## src/rtl/bcd_counter_ndigit_pkg.sv

```systemverilog
`default_nettype none
// ============================================================================
// Module   : bcd_pkg
// Purpose  : Shared BCD types, constants and helpers for the N-digit
//            packed-BCD counter.
// Contents : BCD_MAX_DIGIT  largest legal BCD digit value (9)
//            bcd_digit_t    one packed BCD digit
//            bcd_valid()    1 when a nibble is a legal BCD digit (0..9)
// Revision : 1.0  initial release
// ============================================================================
package bcd_pkg;

    localparam logic [3:0] BCD_MAX_DIGIT = 4'd9;

    typedef logic [3:0] bcd_digit_t;

    function automatic logic bcd_valid(input bcd_digit_t nibble);
        return (nibble <= BCD_MAX_DIGIT);
    endfunction

endpackage : bcd_pkg
`default_nettype wire

```

## src/rtl/bcd_counter_ndigit_if.sv

```systemverilog
`default_nettype none
// ============================================================================
// Module   : bcd_counter_ndigit_if
// Purpose  : Control / status bundle of the N-digit BCD counter.
// Ports    : master drives clear, load, load_value, enable, up and observes
//            bcd_out, carry_out, at_max, at_zero, load_err.
//            slave is the counter side of the same bundle.
// Revision : 1.0  initial release
// ============================================================================
interface bcd_counter_ndigit_if #(
    parameter int DIGITS = 4
) ();
    import bcd_pkg::*;

    logic                  clear;
    logic                  load;
    logic [4*DIGITS-1:0]   load_value;
    logic                  enable;
    logic                  up;
    logic [4*DIGITS-1:0]   bcd_out;
    logic                  carry_out;
    logic                  at_max;
    logic                  at_zero;
    logic                  load_err;

    modport master (
        output clear, load, load_value, enable, up,
        input  bcd_out, carry_out, at_max, at_zero, load_err
    );

    modport slave (
        input  clear, load, load_value, enable, up,
        output bcd_out, carry_out, at_max, at_zero, load_err
    );

endinterface : bcd_counter_ndigit_if
`default_nettype wire

```

## src/rtl/bcd_counter_ndigit_step.sv

```systemverilog
`default_nettype none
// ============================================================================
// Module   : bcd_digit_step
// Purpose  : One BCD digit of the ripple increment/decrement chain.
//            Pure combinational.
// Ports    : digit_in  (in,  4)  current digit
//            up        (in,  1)  1: increment, 0: decrement
//            cin       (in,  1)  carry (up) or borrow (down) from lower digit
//            digit_out (out, 4)  stepped digit
//            cout      (out, 1)  carry/borrow into the next digit
// Revision : 1.0  initial release
// ============================================================================
module bcd_digit_step
    import bcd_pkg::*;
(
    input  bcd_digit_t digit_in,
    input  logic       up,
    input  logic       cin,
    output bcd_digit_t digit_out,
    output logic       cout
);

    always_comb begin
        digit_out = digit_in;
        cout      = 1'b0;
        if (cin) begin
            if (up) begin
                // >= rather than == keeps the digit bounded even if an
                // illegal value were ever present.
                if (digit_in >= BCD_MAX_DIGIT) begin
                    digit_out = 4'd0;
                    cout      = 1'b1;
                end else begin
                    digit_out = digit_in + 4'd1;
                end
            end else begin
                if (digit_in == 4'd0) begin
                    digit_out = BCD_MAX_DIGIT;
                    cout      = 1'b1;
                end else begin
                    digit_out = digit_in - 4'd1;
                end
            end
        end
    end

endmodule : bcd_digit_step
`default_nettype wire

```

## src/rtl/bcd_counter_ndigit.sv

```systemverilog
`default_nettype none
// ============================================================================
// Module   : bcd_counter_ndigit
// Purpose  : Registered N-digit packed-BCD up/down counter with load,
//            synchronous clear and selectable wrap or saturate at the limits.
// Params   : DIGITS   number of BCD digits (1..8), digit 0 in [3:0]
//            SATURATE 0: wrap at the limits, 1: hold at max / zero
//            RST_VAL  reset and clear value, packed BCD
// Ports    : clk    (in, 1)  rising-edge clock
//            rst_n  (in, 1)  asynchronous active-low reset
//            bus    (slave)  clear/load/load_value/enable/up in,
//                            bcd_out/carry_out/at_max/at_zero/load_err out
// Revision : 1.0  initial release
// ============================================================================
module bcd_counter_ndigit
    import bcd_pkg::*;
#(
    parameter int                  DIGITS   = 4,
    parameter bit                  SATURATE = 1'b0,
    parameter logic [4*DIGITS-1:0] RST_VAL  = '0
) (
    input  wire logic           clk,
    input  wire logic           rst_n,
    bcd_counter_ndigit_if.slave bus
);

    localparam int C_WIDTH = 4 * DIGITS;

    logic [C_WIDTH-1:0] r_bcd;
    logic               r_carry;
    logic               r_load_err;

    logic [C_WIDTH-1:0] w_step;
    logic [DIGITS:0]    w_chain;
    logic [DIGITS-1:0]  w_nib_ok;
    logic [DIGITS-1:0]  w_dig_max;
    logic [C_WIDTH-1:0] w_bcd_next;
    logic               w_carry_next;
    logic               w_err_next;

    if ((DIGITS < 1) || (DIGITS > 8)) begin : g_bad_digits
        $error("bcd_counter_ndigit: DIGITS must be in 1..8");
    end

    // The lowest digit always steps; each higher digit steps only when all
    // digits below it rolled over. w_chain[DIGITS] flags the range limit.
    assign w_chain[0] = 1'b1;

    for (genvar g = 0; g < DIGITS; g++) begin : g_digit
        bcd_digit_step u_step (
            .digit_in  (r_bcd[4*g +: 4]),
            .up        (bus.up),
            .cin       (w_chain[g]),
            .digit_out (w_step[4*g +: 4]),
            .cout      (w_chain[g+1])
        );

        assign w_nib_ok[g]  = bcd_valid(bus.load_value[4*g +: 4]);
        assign w_dig_max[g] = (r_bcd[4*g +: 4] == BCD_MAX_DIGIT);

        if (RST_VAL[4*g +: 4] > BCD_MAX_DIGIT) begin : g_bad_rst_val
            $error("bcd_counter_ndigit: RST_VAL contains a non-BCD nibble");
        end
    end

    // Priority: clear > load > enable; the losers are ignored this cycle.
    always_comb begin
        w_bcd_next   = r_bcd;
        w_carry_next = 1'b0;
        w_err_next   = 1'b0;
        if (bus.clear) begin
            w_bcd_next = RST_VAL;
        end else if (bus.load) begin
            if (&w_nib_ok) begin
                w_bcd_next = bus.load_value;
            end else begin
                w_err_next = 1'b1;
            end
        end else if (bus.enable) begin
            w_carry_next = w_chain[DIGITS];
            // In saturate mode a blocked limit step still reports carry_out
            // so a cascaded consumer can see the attempted overflow.
            if (!(SATURATE && w_chain[DIGITS])) begin
                w_bcd_next = w_step;
            end
        end
    end

    always_ff @(posedge clk or negedge rst_n) begin
        if (!rst_n) begin
            r_bcd      <= RST_VAL;
            r_carry    <= 1'b0;
            r_load_err <= 1'b0;
        end else begin
            r_bcd      <= w_bcd_next;
            r_carry    <= w_carry_next;
            r_load_err <= w_err_next;
        end
    end

    assign bus.bcd_out   = r_bcd;
    assign bus.carry_out = r_carry;
    assign bus.load_err  = r_load_err;
    assign bus.at_max    = &w_dig_max;
    assign bus.at_zero   = (r_bcd == '0);

endmodule : bcd_counter_ndigit
`default_nettype wire
```

## src/flat_wrapper.sv

```systemverilog
// flat-port wrapper written by rule: the top's interface ports become plain ports
module bcd_counter_ndigit_flat import bcd_pkg::*;
#(
    parameter int                  DIGITS   = 4,
    parameter bit                  SATURATE = 1'b0,
    parameter logic [4*DIGITS-1:0] RST_VAL  = '0
)
  (clk, rst_n, bus_clear, bus_load, bus_load_value, bus_enable, bus_up, bus_bcd_out, bus_carry_out, bus_at_max, bus_at_zero, bus_load_err);
  bcd_counter_ndigit_if #(.DIGITS(DIGITS)) bus_i ();
  input  wire logic clk;
  input  wire logic rst_n;
  input wire logic [$bits(bus_i.clear)-1:0] bus_clear;
  input wire logic [$bits(bus_i.load)-1:0] bus_load;
  input wire logic [$bits(bus_i.load_value)-1:0] bus_load_value;
  input wire logic [$bits(bus_i.enable)-1:0] bus_enable;
  input wire logic [$bits(bus_i.up)-1:0] bus_up;
  output wire logic [$bits(bus_i.bcd_out)-1:0] bus_bcd_out;
  output wire logic [$bits(bus_i.carry_out)-1:0] bus_carry_out;
  output wire logic [$bits(bus_i.at_max)-1:0] bus_at_max;
  output wire logic [$bits(bus_i.at_zero)-1:0] bus_at_zero;
  output wire logic [$bits(bus_i.load_err)-1:0] bus_load_err;
  assign bus_i.clear = bus_clear;
  assign bus_i.load = bus_load;
  assign bus_i.load_value = bus_load_value;
  assign bus_i.enable = bus_enable;
  assign bus_i.up = bus_up;
  assign bus_bcd_out = bus_i.bcd_out;
  assign bus_carry_out = bus_i.carry_out;
  assign bus_at_max = bus_i.at_max;
  assign bus_at_zero = bus_i.at_zero;
  assign bus_load_err = bus_i.load_err;
  bcd_counter_ndigit #(.DIGITS(DIGITS), .SATURATE(SATURATE), .RST_VAL(RST_VAL)) u_core (.clk(clk), .rst_n(rst_n), .bus(bus_i));
endmodule
```

## config.mk

```make
export PLATFORM = sky130hd
export DESIGN_NAME = bcd_counter_ndigit_flat
export DESIGN_NICKNAME = d
export VERILOG_FILES = /design/src/rtl/bcd_counter_ndigit_pkg.sv /design/src/rtl/bcd_counter_ndigit_if.sv /design/src/rtl/bcd_counter_ndigit_step.sv /design/src/rtl/bcd_counter_ndigit.sv /design/src/flat_wrapper.sv
export SDC_FILE = /design/constraint.sdc
export NUM_CORES = 1
export LEC_CHECK = 0
export CAP_MARGIN = 20
export CORE_MARGIN = 2
export CORE_UTILIZATION = 45
export DETAILED_ROUTE_END_ITERATION = 7
export DONT_BUFFER_PORTS = 1
export PLACE_DENSITY_LB_ADDON = 0.08
export SLEW_MARGIN = 10
export SYNTH_ARGS = -nofsm -noshare
export SYNTH_HDL_FRONTEND = slang
export SYNTH_SLANG_ARGS = --single-unit
```

## constraint.sdc

```tcl
create_clock -name clk -period 3 [get_ports clk]
set_input_delay 0.6 -clock clk [delete_from_list [all_inputs] [get_ports clk]]
set_output_delay 0.6 -clock clk [all_outputs]
set_load 0.01 [all_outputs]
```

==> results of run 1 <==
## cell usage after synthesis, types with 2 or more instances
master	number	area, um2
a211oi_1	4	30.03
a21o_1	3	22.52
a21oi_1	13	65.06
a221oi_1	5	43.79
a22o_1	3	26.28
a31oi_1	2	12.51
clkbuf_1	8	30.03
dfrtp_1	18	450.4
ha_1	13	162.7
inv_1	13	48.80
mux2_1	4	45.04
mux2_2	2	22.52
nand2_1	23	86.33
nand2b_1	11	68.82
nand3b_1	2	15.01
nand4b_1	4	35.03
nor2_1	11	41.29
nor2b_1	2	12.51
nor3_1	3	15.01
nor3b_1	4	30.03
nor4_1	3	18.77
o211ai_1	3	22.52
o21ai_0	13	65.06
o221ai_1	2	17.52
o31ai_1	4	30.03
o41ai_1	4	35.03
or2_2	2	12.51
## kinds of logic (layout without fill, tap and decap cells)
logic type | count (synthesis) | count (layout) | share of synthesized area, %
AND/OR/NAND/NOR | 75 | 75 | 23.99
multiplexers | 7 | 7 | 4.375
adder cells (fa/ha/maj) | 13 | 13 | 9.175
buffers and inverters | 26 | 19 | 6.068
flip-flops | 18 | 18 | 25.41
AO/OA/AOI/OAI | 72 | 72 | 29.99
XOR/XNOR | 2 | 2 | 0.9882
## sequential cells by signal, summed over array words and instances (netlist names)
name                  cells
u_core.bus.carry_out      1
u_core.bus.load_err       1
u_core.bus.bcd_out       16
## power by group through the flow
stage / registers (mW) / logic, mW / clock network (mW)
after floorplan: 0.328 / 0.275 / 0
after global placement: 0.358 / 0.293 / 0
after detailed placement: 0.359 / 0.297 / 0
after CTS: 0.355 / 0.299 / 0.211
after global routing: 0.363 / 0.341 / 0.217
final: 0.356 / 0.300 / 0.204
## path summary, 6_finish.rpt
check | startpoint | endpoint | cells past startpoint
setup / recovery | u_core.bus.bcd_out[5] | bus_at_zero | 4
min in group clk | bus_clear | u_core.bus.load_err | 1
max in group asynchronous | rst_n | u_core.bus.bcd_out[8] | 0
hold / removal | rst_n | u_core.bus.bcd_out[12] | 0
hold reg to reg | u_core.bus.bcd_out[1] | u_core.bus.bcd_out[1] | 2
setup reg to reg | u_core.bus.bcd_out[0] | u_core.bus.bcd_out[7] | 7
## stage by stage
stage          setup WS, ns  instance area [um2]  util [%]
2_1_floorplan        0.8280                 1773         -
3_3_place_gp         0.6018                 1785     48.05
3_5_place_dp         0.5763                 1785     48.05
4_1_cts              0.2897                 1841     49.53
5_1_grt              0.2212                 1841     49.53
6_report             0.3093                 1841     49.53
## layout make-up
cell class | count | area share [%]
flip-flops and latches | 18 | 24.47
well taps | 48 | 3.263
clock buffers | 4 | 2.991
inverters | 14 | 2.855
multi-input cells | 169 | 66.01
repair buffers | 1 | 0.4079
## layer usage
metal | vias up | track usage, %
met3 | 4 | 6.926
met5 | - | 0
met2 | 46 | 36.25
li1 | 785 | -
met1 | 780 | 29.63
met4 | 0 | 5.357
==> impl_metrics.tcl, run 1 <==
set metrics [dict create \
    viasPerCell 6.358 \
    routed.top_layer "met4" \
    grtUsageTotal_pct 22.60 \
    worstPathMaxFanout 7 \
    path_clk_slew_ns 0.07 \
    multi_input_area_um2 1215 \
    fin_worst_skew_ns 0.007545 \
    synth_fp_nets 248 \
    intPower_uw 532.3 \
    worst_pin_slew_ns 0.6476 \
    num_vias 1615 \
    syn-instance-count 213 \
    synth.cell_area_um2 1773 \
    dp_hpwl_mm 3.398 \
    post-route-period-util_pct 89.69 \
    power.density_nw_per_um2 466.9 \
    ant_nets 0 \
    fmax_ghz 0.3717 \
    dr_wl_met2_mm 2.166 \
    rsz0062_at_grt "false" \
    die_x_um 66.77 \
    hold_violations 0 \
    stdcell_count 254 \
    antenna_cells 0 \
    timing.slew.headroom_pct 56.43 \
    clock_latency_ns 0.26 \
    dr_wl_met3_um 359 \
    avgSynthCellArea_um2 8.324 \
    io_buffers 0 \
    grt_pass1_vias 1509 \
    cts_buffer_depth 2 \
    pwr-share-clk_pct 23.7 \
    drt_pass1_iterations 4 \
    drive_gt1_share_pct 7.767 \
    dr.first_iter.drc_count 132 \
    ys.flop_type "dfrtp_1" \
    critPathArrivalTime_ns 2.09 \
    slowest_stage "nor4_1" \
    slew_viol_final 0 \
    cts_max_level 1 \
    regArea_um2 450.4 \
    holdCritPathClass "primary input to async pin" \
    m1WireLength_mm 2.083 \
    run_status "completed" \
    synth-seq-cells 18 \
    p_leak_nw 0.7647 \
    synth-edff-count 0 \
    grt_pass1_wl_mm 7.624 \
    numClockSinks 18 \
    wire_per_inst_um 18.32 \
    crit_chain "inv_1, ha_1, or3b_4, nor4_1" \
    area_growth_pct 3.811 \
    hold_buffers 0 \
    period_minus_slack_ns 2.691 \
    rows 22 \
    r2r_slack_ns 0.63 \
    dieArea_um2 4458 \
    fillerInstances 363 \
    wirelength_mm 4.653 \
    max_cap_viol_count 0 \
    grt_antenna_before_repair 0 \
    cts_root_buf "clkbuf_8" \
    finalSetupViolations 0 \
    switchingPower_uw 327.0 \
    synth_cell_types 61 \
    hold_ws_ns 0.02488 \
    switching_share_pct 38.05 \
    share_seq_of_total_power_pct 41.4 \
    ir_drop_mv 0.2374 \
    cts_buffers 3 \
    grt_max_degree 34 \
    start_util_pct 47.71 \
    grt_overflow 0 \
    total_power_uw 859.4 \
    path_class "flop to output port" \
    core_area_um2 3716 \
    critPathRequiredTime_ns 2.40 \
    cp_top_family "simple AND/OR/NAND/NOR gates" \
    yosys_warnings 0 \
    tns_ns 0 \
    io_pins 42 \
    final_common_cell "nand2_1" \
    cp-end-kind "output port" \
    drc 0 \
    fin_nets 242 \
    cts_setup_buffers 0 \
    cts_resized 0 \
    start_kind "flop" \
    layout_common_cells "nand2_1, dfrtp_1" \
    slowest_delay_ns 0.55 \
    async_flop_share_pct 100.0 \
    cts_tree "done" \
    p_comb_share_pct 34.9 \
    cp.buffers_inverters 1 \
    dieHeight_um 66.77 \
    seq_area_frac_synth_pct 25.41 \
    dpl.cell_count 250 \
    gp_congestion 0.8364 \
]
Note: power is estimated with default switching activity, not from simulation.
==> run 2: changes to the inputs <==
- CORE_MARGIN: 2 -> 8
==> impl_metrics.tcl, run 2 (same netlist as run 1, synthesis figures left out) <==
set metrics [dict create \
    r2r_end "u_core.bus.bcd_out[7]" \
    drt_pass1_iterations 4 \
    slowest_stage "nor4_1" \
    r2r-start "u_core.bus.bcd_out[0]" \
    dp_hpwl_mm 3.659 \
    worst_pin_slew_ns 0.6524 \
    hold_violations 0 \
    grt_overflow 0 \
    start_util_pct 45.64 \
    slowest_delay_ns 0.55 \
    cp_top_family "simple AND/OR/NAND/NOR gates" \
    start_kind "flop" \
    critPathArrivalTime_ns 2.08 \
    cp-startpoint "u_core.bus.bcd_out[5]" \
    wirelength_mm 4.913 \
    switchingPower_uw 334.0 \
    area_growth_pct 3.952 \
    core_area_um2 3885 \
    worstPathMaxFanout 7 \
    largest_register_ffs 16 \
    fin_worst_skew_ns 0.0008184 \
    period_minus_slack_ns 2.684 \
    grt_max_degree 34 \
    layout_common_cells "nand2_1, dfrtp_1" \
    fmax_ghz 0.3725 \
    pwr-share-clk_pct 24.3 \
    cts_buffers 3 \
    hold_buffers 0 \
    cts_setup_buffers 0 \
    power.density_nw_per_um2 470.0 \
    dieArea_um2 6205 \
    grtUsageTotal_pct 15.34 \
    cts_buffer_depth 2 \
    share_seq_of_total_power_pct 41.1 \
    grt_pass1_vias 1510 \
    endpoint "bus_at_zero" \
    finalSetupViolations 0 \
    worstRegToRegCells 7 \
    die_x_um 78.77 \
    final_common_cell "nand2_1" \
    slew_viol_final 0 \
    intPower_uw 532.3 \
    dr.first_iter.drc_count 95 \
    path_clk_slew_ns 0.08 \
    drc 0 \
    fin_nets 242 \
    rows 23 \
    p_leak_nw 0.7647 \
    timing.slew.headroom_pct 56.11 \
    cp.buffers_inverters 1 \
    path_class "flop to output port" \
    total_power_uw 866.3 \
    dieHeight_um 78.77 \
    cts_max_level 1 \
    cts_resized 0 \
    post-route-period-util_pct 89.48 \
    antenna_cells 0 \
    grt_pass1_wl_mm 7.741 \
    tns_ns 0 \
    drive_gt1_share_pct 7.767 \
    post-place-ws_ns 0.5728 \
    clock_latency_ns 0.26 \
    num_vias 1631 \
    p_comb_share_pct 34.6 \
    numClockSinks 18 \
    io_pins 42 \
    cp-end-kind "output port" \
    r2r_slack_ns 0.63 \
    holdCritPathClass "primary input to async pin" \
    viasPerCell 6.371 \
    switching_share_pct 38.55 \
    ir_drop_mv 0.2386 \
    max_cap_viol_count 0 \
    critPathRequiredTime_ns 2.40 \
    cts_root_buf "clkbuf_8" \
    ant_nets 0 \
    gp_congestion 0.8240 \
    io_buffers 0 \
    run_status "completed" \
    grt_antenna_before_repair 0 \
    cts_tree "done" \
    path_depth 4 \
    worst_slack_ns 0.3157 \
    crit_chain "inv_1, ha_1, or3b_4, nor4_1" \
    wire_per_inst_um 19.19 \
    rsz0062_at_grt "false" \
]
-- run 2: cell counts in the layout (fill, tap and decap cells not counted) --
Identical to the previous run, type by type.
-- run 2: metrics by stage --
stage	instance area, um2	util (%)	cells	hold slack (ns)
floorplan	1773	-	213	0.3044
global placement	1788	46.02	252	0.3051
detailed placement	1788	46.02	252	0.3051
CTS	1843	47.44	256	0.02021
global route	1843	47.44	256	0.01330
finish	1843	47.44	256	0.02441
-- run 2: metal layers --
layer	vias up	global-route usage, %	share of wire [%]	wire length (um)
li1	790	-	-	-
met5	-	0	0	0
met4	0	4.074	0.77	38
met3	4	4.740	8.4	413
met1	793	18.94	44	2164
met2	44	25.27	47	2297
-- run 2: how the worst min path moves through the flow --
stage           from                     to  slack [ns]
2_1_floorplan  rst_n  u_core.bus.bcd_out[0]        0.30
3_5_place_dp   rst_n  u_core.bus.bcd_out[6]        0.31
4_1_cts        rst_n  u_core.bus.bcd_out[6]        0.02
6_report       rst_n  u_core.bus.bcd_out[6]        0.02
3_3_place_gp   rst_n  u_core.bus.bcd_out[6]        0.31
5_1_grt        rst_n    u_core.bus.load_err        0.01
-- run 2: layout make-up --
cell class	count	area (um2)
Tap cell	50	62.56
Clock buffer	4	55.05
Fill cell	398	2042
Sequential cell	18	450.4
Inverter	14	52.55
Timing Repair Buffer	1	7.507
Multi-Input combinational cell	169	1215
-- run 2: power groups by stage --
stage / Combinational (mW) / Sequential (mW) / Clock [mW]
after global routing: 0.335 / 0.365 / 0.224
after global placement: 0.294 / 0.359 / 0
after floorplan: 0.275 / 0.328 / 0
after CTS: 0.300 / 0.357 / 0.214
after detailed placement: 0.298 / 0.362 / 0
final: 0.299 / 0.356 / 0.211
==> run 3: changes to the inputs <==
- CAP_MARGIN: 20 -> unset
==> results of run 3 <==
Final layout, timing and power as in run 2 (identical DEF).
